File: src/rtl/decode_writeback.sv
// rtl/decode_writeback.sv - Y86-64 decode, 15-entry register file and D/E register; DECODE_WB_BYPASS_EN enables write-through reads
module decode_writeback #(
  parameter int         DATA_W = 64,
  parameter logic [3:0] RSP_ID = 4'd4,
  parameter logic [3:0] RNONE  = 4'hF
) (
  input  logic              clk,
  input  logic              reset,
  input  logic              d_valid,
  input  logic [3:0]        d_icode,
  input  logic [3:0]        d_ifun,
  input  logic [3:0]        d_rA,
  input  logic [3:0]        d_rB,
  input  logic [DATA_W-1:0] d_valC,
  input  logic [DATA_W-1:0] d_valP,
  input  logic              stall,
  input  logic              bubble,
  input  logic [3:0]        w_dstE,
  input  logic [DATA_W-1:0] w_valE,
  input  logic [3:0]        w_dstM,
  input  logic [DATA_W-1:0] w_valM,
  output logic              e_valid,
  output logic [3:0]        e_icode,
  output logic [3:0]        e_ifun,
  output logic [DATA_W-1:0] e_valC,
  output logic [DATA_W-1:0] e_valA,
  output logic [DATA_W-1:0] e_valB,
  output logic [3:0]        e_srcA,
  output logic [3:0]        e_srcB,
  output logic [3:0]        e_dstE,
  output logic [3:0]        e_dstM
);

  localparam logic [3:0] I_NOP   = 4'h1;
  localparam logic [3:0] I_CMOV  = 4'h2;
  localparam logic [3:0] I_IRMOV = 4'h3;
  localparam logic [3:0] I_RMMOV = 4'h4;
  localparam logic [3:0] I_MRMOV = 4'h5;
  localparam logic [3:0] I_OPQ   = 4'h6;
  localparam logic [3:0] I_JXX   = 4'h7;
  localparam logic [3:0] I_CALL  = 4'h8;
  localparam logic [3:0] I_RET   = 4'h9;
  localparam logic [3:0] I_PUSH  = 4'hA;
  localparam logic [3:0] I_POP   = 4'hB;

  logic [DATA_W-1:0] rf [0:14];
  logic [3:0]        src_a, src_b, dst_e, dst_m;
  logic [DATA_W-1:0] rd_a, rd_b, val_a;

  // Register selects per instruction class; halt, nop, jxx and undefined codes select nothing
  always_comb begin
    src_a = RNONE;
    src_b = RNONE;
    dst_e = RNONE;
    dst_m = RNONE;
    case (d_icode)
      I_CMOV:  begin src_a = d_rA;   dst_e = d_rB; end
      I_IRMOV: begin dst_e = d_rB; end
      I_RMMOV: begin src_a = d_rA;   src_b = d_rB; end
      I_MRMOV: begin src_b = d_rB;   dst_m = d_rA; end
      I_OPQ:   begin src_a = d_rA;   src_b = d_rB;   dst_e = d_rB; end
      I_CALL:  begin src_b = RSP_ID; dst_e = RSP_ID; end
      I_RET:   begin src_a = RSP_ID; src_b = RSP_ID; dst_e = RSP_ID; end
      I_PUSH:  begin src_a = d_rA;   src_b = RSP_ID; dst_e = RSP_ID; end
      I_POP:   begin src_a = RSP_ID; src_b = RSP_ID; dst_e = RSP_ID; dst_m = d_rA; end
      default: ;
    endcase
  end

  // Register file reads; RNONE reads as zero, optional write-through with M over E
  always_comb begin
    rd_a = '0;
    rd_b = '0;
    if (src_a != RNONE) rd_a = rf[src_a];
    if (src_b != RNONE) rd_b = rf[src_b];
`ifdef DECODE_WB_BYPASS_EN
    if (src_a != RNONE) begin
      if (w_dstM == src_a)      rd_a = w_valM;
      else if (w_dstE == src_a) rd_a = w_valE;
    end
    if (src_b != RNONE) begin
      if (w_dstM == src_b)      rd_b = w_valM;
      else if (w_dstE == src_b) rd_b = w_valE;
    end
`endif
    val_a = (d_icode == I_JXX || d_icode == I_CALL) ? d_valP : rd_a;
  end

  // Write-back: both ports on the same edge, M written last so it wins a shared destination
  always_ff @(posedge clk) begin
    if (reset) begin
      for (int i = 0; i < 15; i++) rf[i] <= '0;
    end else begin
      if (w_dstE != RNONE) rf[w_dstE] <= w_valE;
      if (w_dstM != RNONE) rf[w_dstM] <= w_valM;
    end
  end

  // D/E pipeline register: reset, then bubble, then stall hold, then load (invalid input loads a NOP)
  always_ff @(posedge clk) begin
    if (reset || bubble || (!stall && !d_valid)) begin
      e_valid <= 1'b0;
      e_icode <= I_NOP;
      e_ifun  <= 4'h0;
      e_valC  <= '0;
      e_valA  <= '0;
      e_valB  <= '0;
      e_srcA  <= RNONE;
      e_srcB  <= RNONE;
      e_dstE  <= RNONE;
      e_dstM  <= RNONE;
    end else if (!stall) begin
      e_valid <= 1'b1;
      e_icode <= d_icode;
      e_ifun  <= d_ifun;
      e_valC  <= d_valC;
      e_valA  <= val_a;
      e_valB  <= rd_b;
      e_srcA  <= src_a;
      e_srcB  <= src_b;
      e_dstE  <= dst_e;
      e_dstM  <= dst_m;
    end
  end

endmodule

File: config.mk
export PLATFORM = sky130hd
export DESIGN_NAME = decode_writeback
export DESIGN_NICKNAME = d
export VERILOG_FILES = /design/src/rtl/decode_writeback.sv
export SDC_FILE = /design/constraint.sdc
export NUM_CORES = 2
export LEC_CHECK = 0
export BUFFER_PORTS_ARGS = -buffer_cell sky130_fd_sc_hd__buf_2
export CAP_MARGIN = 20
export CORE_MARGIN = 10
export CORE_UTILIZATION = 40
export CTS_CLUSTER_DIAMETER = 100
export DETAILED_ROUTE_END_ITERATION = 8
export MAX_ROUTING_LAYER = met4
export PLACE_DENSITY = 0.66
export SYNTH_ARGS = -nofsm -noshare
export SYNTH_HDL_FRONTEND = slang
export SYNTH_SLANG_ARGS = --single-unit
File: constraint.sdc
create_clock -name clk -period 4.98 [get_ports clk]
set_input_delay 0.747 -clock clk [delete_from_list [all_inputs] [get_ports clk]]
set_output_delay 0.747 -clock clk [all_outputs]
set_load 0.005 [all_outputs]
==> flow_metrics.env <==
export IMPL_status="completed"
export IMPL_cts_buffers_inserted=137
export IMPL_synth_top_cell_by_area="edfxtp_1"
export IMPL_synth_edf_count=1024
export IMPL_maxSlewViolCount=0
export IMPL_clkTransAtPathRegs_ns=0.06
export IMPL_worstPathMaxFanout=22
export IMPL_clock_tree_root_cell="clkbuf_16"
export IMPL_wl_per_cell_um=40.7
export IMPL_total_leakage_power_nw=26.6
export IMPL_synth_fa_ha_area_share_pct=0
export IMPL_rsz0062_at_grt="no"
export IMPL_synth_xor_area_share_pct=0
export IMPL_fmax_mhz=305
export IMPL_antenna_left=0
export IMPL_post_route_util_pct=46.2
export IMPL_pin_count=502
export IMPL_first_global_vias=58800
export IMPL_synthFlopType="edfxtp_1"
export IMPL_syn_avg_cell_area_sq_um=11.9
export IMPL_clock_latency_ns=0.81
export IMPL_fin_ws_ns=1.70
export IMPL_fillers=14700
export IMPL_synth_area_top_cells="edfxtp_1, a22o_1, dfxtp_1"
export IMPL_worstHoldStart="d_valC[20]"
export IMPL_worstSetupStartpointType="primary input"
export IMPL_clock_sinks=1241
export IMPL_r2r_slack_ns=2.74
export IMPL_die_h_um=428
export IMPL_cp_end_kind="flip-flop"
export IMPL_holdPathEnd="e_valC[20]"
export IMPL_min_period_ns=3.28
export IMPL_slowest_delay_ns=0.72
export IMPL_seq_area_sq_um=35100
export IMPL_hold_depth=3
export IMPL_dpl_hpwl_um=182000
export IMPL_cts_tree="done"
export IMPL_drive_gt1_share_pct=21.4
export IMPL_power_density_nw_per_um2=351
export IMPL_yosysUniqueCellTypes=78
export IMPL_fin_skew_ns=0.0303
export IMPL_syn_area_sq_um=66700
export IMPL_reg2reg_depth=6
export IMPL_place_gp_congestion=0.921
export IMPL_multi_input_area_sq_um=29000
export IMPL_synthMuxAreaShare_pct=7.23
export IMPL_ys_warn_count=0
export IMPL_r2r_end="e_valA[62]"
export IMPL_fin_nets=5988
export IMPL_drv_cap=0
export IMPL_via_per_inst=7.65
export IMPL_worst_slew_pin_slew_ns=1.31
export IMPL_setup_tns_ns=0
export IMPL_holdWs_ns=0.195
export IMPL_synthSimpleGateAreaFrac_pct=4.80
export IMPL_die_area_sq_um=183000
export IMPL_synth_compound_area_share_pct=30.2
export IMPL_cts_resized=0
export IMPL_routed_wl_um=329000
export IMPL_cts_hold_buf=0
export IMPL_io_buffers=501
export IMPL_grt_first_pass_wirelength_um=450000
export IMPL_remaining_drc_errors=0
export IMPL_grt_remaining_overflow=0
export IMPL_grt_max_degree=129
export IMPL_vias=61800
export IMPL_antenna_found_initial=79
export IMPL_cts_buffer_depth=3
export IMPL_hold_path_class="in -> reg"
export IMPL_start_util_pct=40.3
export IMPL_core_area_sq_um=165000
export IMPL_cts_setup_buffers=0
export IMPL_final_hold_viol_count=0
export IMPL_rows=149
export IMPL_die_w_um=428
export IMPL_syn_inst=5618
export IMPL_track_usage_pct=34.7
export IMPL_synth_top_area_share_pct=46.1
export IMPL_synthArstFlopShare_pct=0
export IMPL_ys_ff_latch=1241
export IMPL_synth_top_family_by_area="compound AO/OA/AOI/OAI gates"
export IMPL_crit_reg2reg_launch="e_valA[62]"
export IMPL_crit_required_ns=5.68
export IMPL_max_slew_margin_pct=12.6
export IMPL_synthToLayoutAreaGrowth_pct=14.5
export IMPL_peakVddDrop_mv=0.394
export IMPL_cts_max_level=4
export IMPL_path_class="in -> reg"
export IMPL_critPathSlowestCell="nor2b_1"
export IMPL_dp_slack_ns=0.998
export IMPL_first_iter_violations=12200
export IMPL_ys_seq_area_share_pct=52.6
export IMPL_period_share_pct=65.8
export IMPL_worstPathCellList="buf_2 > nor2b_1 > nand2_2 > nor3_1 > and3_4 > buf_4 > a21oi_1 > a311oi_1"
export IMPL_setup_viol=0
export IMPL_drt_first_pass_iters=7
export IMPL_arrival_ns=3.98
-- worst max-delay path, delay by kind of cell --
kind / cells / cell delay, ns
AO/OA/AOI/OAI: 2 / 0.40
buffers and inverters: 2 / 0.74
AND/OR/NAND/NOR: 4 / 2.00
-- metal layers --
metal	vias up	GRT usage (%)	share of wire [%]
li1	23300	-	-
met1	29800	40.4	33
met2	6844	48.1	41
met3	1871	12.6	16
met4	0	27.5	9.7
met5	-	-	0
-- synthesized netlist by cell type, drive strengths merged, types with 2 or more instances --
library cell / number
a22o: 1086
o21ai: 143
o21a: 4
o221ai: 2
nor4b: 2
nand2: 96
a221oi: 160
a2111oi: 40
mux4: 25
clkbuf: 622
mux2: 140
nor3: 103
a31oi: 2
nor4: 8
o32ai: 3
a311oi: 39
a21oi: 249
inv: 5
and2: 4
nand3: 94
or3: 8
o311ai: 62
dfxtp: 217
buf: 198
o221a: 63
o31ai: 3
o2111ai: 87
a32oi: 38
nand3b: 2
a22oi: 246
a311o: 4
a211oi: 130
mux2i: 268
nor2: 162
a211o: 9
and3: 3
nand2b: 139
nor2b: 8
o22ai: 69
o211ai: 35
edfxtp: 1024
-- worst max path at each step --
stage / start / end / slack (ns) / depth (start not counted)
final: d_icode[2] / e_valB[4] / 1.70 / 8
after global routing: d_icode[2] / e_valB[28] / 1.58 / 8
after CTS: d_icode[2] / e_valB[28] / 1.82 / 8
after detailed placement: d_icode[2] / e_valB[28] / 1.0 / 8
after global placement: d_icode[2] / e_valB[28] / 1.08 / 8
after floorplan: reset / rf[9][0] / 0.96 / 5
-- where the power goes --
part	total (W)	switching [W]	internal, W	leakage (nW)
combinational	0.00385	0.00260	0.00124	12.7
clock	0.0104	0.00444	0.00600	2.20
sequential	0.0125	0.000466	0.0120	11.7
-- logic make-up after synthesis --
kind of cell,count (synthesis)
flip-flops,1241
AND/OR/NAND/NOR,636
other,1
AO/OA/AOI/OAI,2482
multiplexers,433
buffers and inverters,825
-- cells in the final DEF, fill, tap and decap left out, types with 9 or more instances in the layout --
| master | count |
|---|---|
| a2111oi_2 | 39 |
| a211o_4 | 9 |
| a211oi_1 | 125 |
| a21oi_1 | 246 |
| a221oi_1 | 152 |
| a22o_1 | 1086 |
| a22oi_1 | 246 |
| a311oi_1 | 39 |
| a32oi_1 | 37 |
| buf_12 | 60 |
| buf_2 | 500 |
| buf_4 | 139 |
| bufinv_16 | 9 |
| clkbuf_1 | 38 |
| clkbuf_16 | 141 |
| clkbuf_8 | 21 |
| clkinv_1 | 9 |
| clkinv_2 | 14 |
| conb_1 | 64 |
| dfxtp_1 | 217 |
| diode_2 | 73 |
| edfxtp_1 | 1024 |
| mux2_2 | 137 |
| mux2i_1 | 268 |
| mux4_2 | 25 |
| nand2_1 | 89 |
| nand2b_1 | 137 |
| nand3_1 | 94 |
| nor2_1 | 149 |
| nor2_4 | 13 |
| nor3_1 | 87 |
| nor3_4 | 9 |
| o2111ai_1 | 87 |
| o211ai_1 | 34 |
| o21ai_0 | 135 |
| o221a_1 | 28 |
| o221a_2 | 35 |
| o22ai_1 | 69 |
| o311ai_1 | 59 |
-- sequential cells by signal, summed over array words and instances (netlist names) --
signal	flops
rf	1024
e_valA	64
e_valB	64
e_valC	64
e_dstE	4
e_dstM	4
e_icode	4
e_ifun	4
e_srcA	4
e_srcB	4
e_valid	1
-- cell type report --
class,count,share of cell area (%)
Tap cell,2189,3.59
Clock inverter,48,0.704
Timing Repair Buffer,703,6.33
Inverter,5,0.0246
Clock buffer,200,5.19
Multi-Input combinational cell,3615,38.0
Sequential cell,1241,46.0
Antenna cell,73,0.239
-- through the flow --
stage | cells | area (sq um) | total power [W]
after floorplan | 5681 | 66900 | 0.0146
after detailed placement | 7751 | 71600 | 0.0163
after global placement | 7748 | 71600 | 0.0162
final | 8074 | 76400 | 0.0268
after global routing | 8069 | 76400 | 0.0272
after CTS | 7999 | 76100 | 0.0265
(Power assumes the default switching activity.)
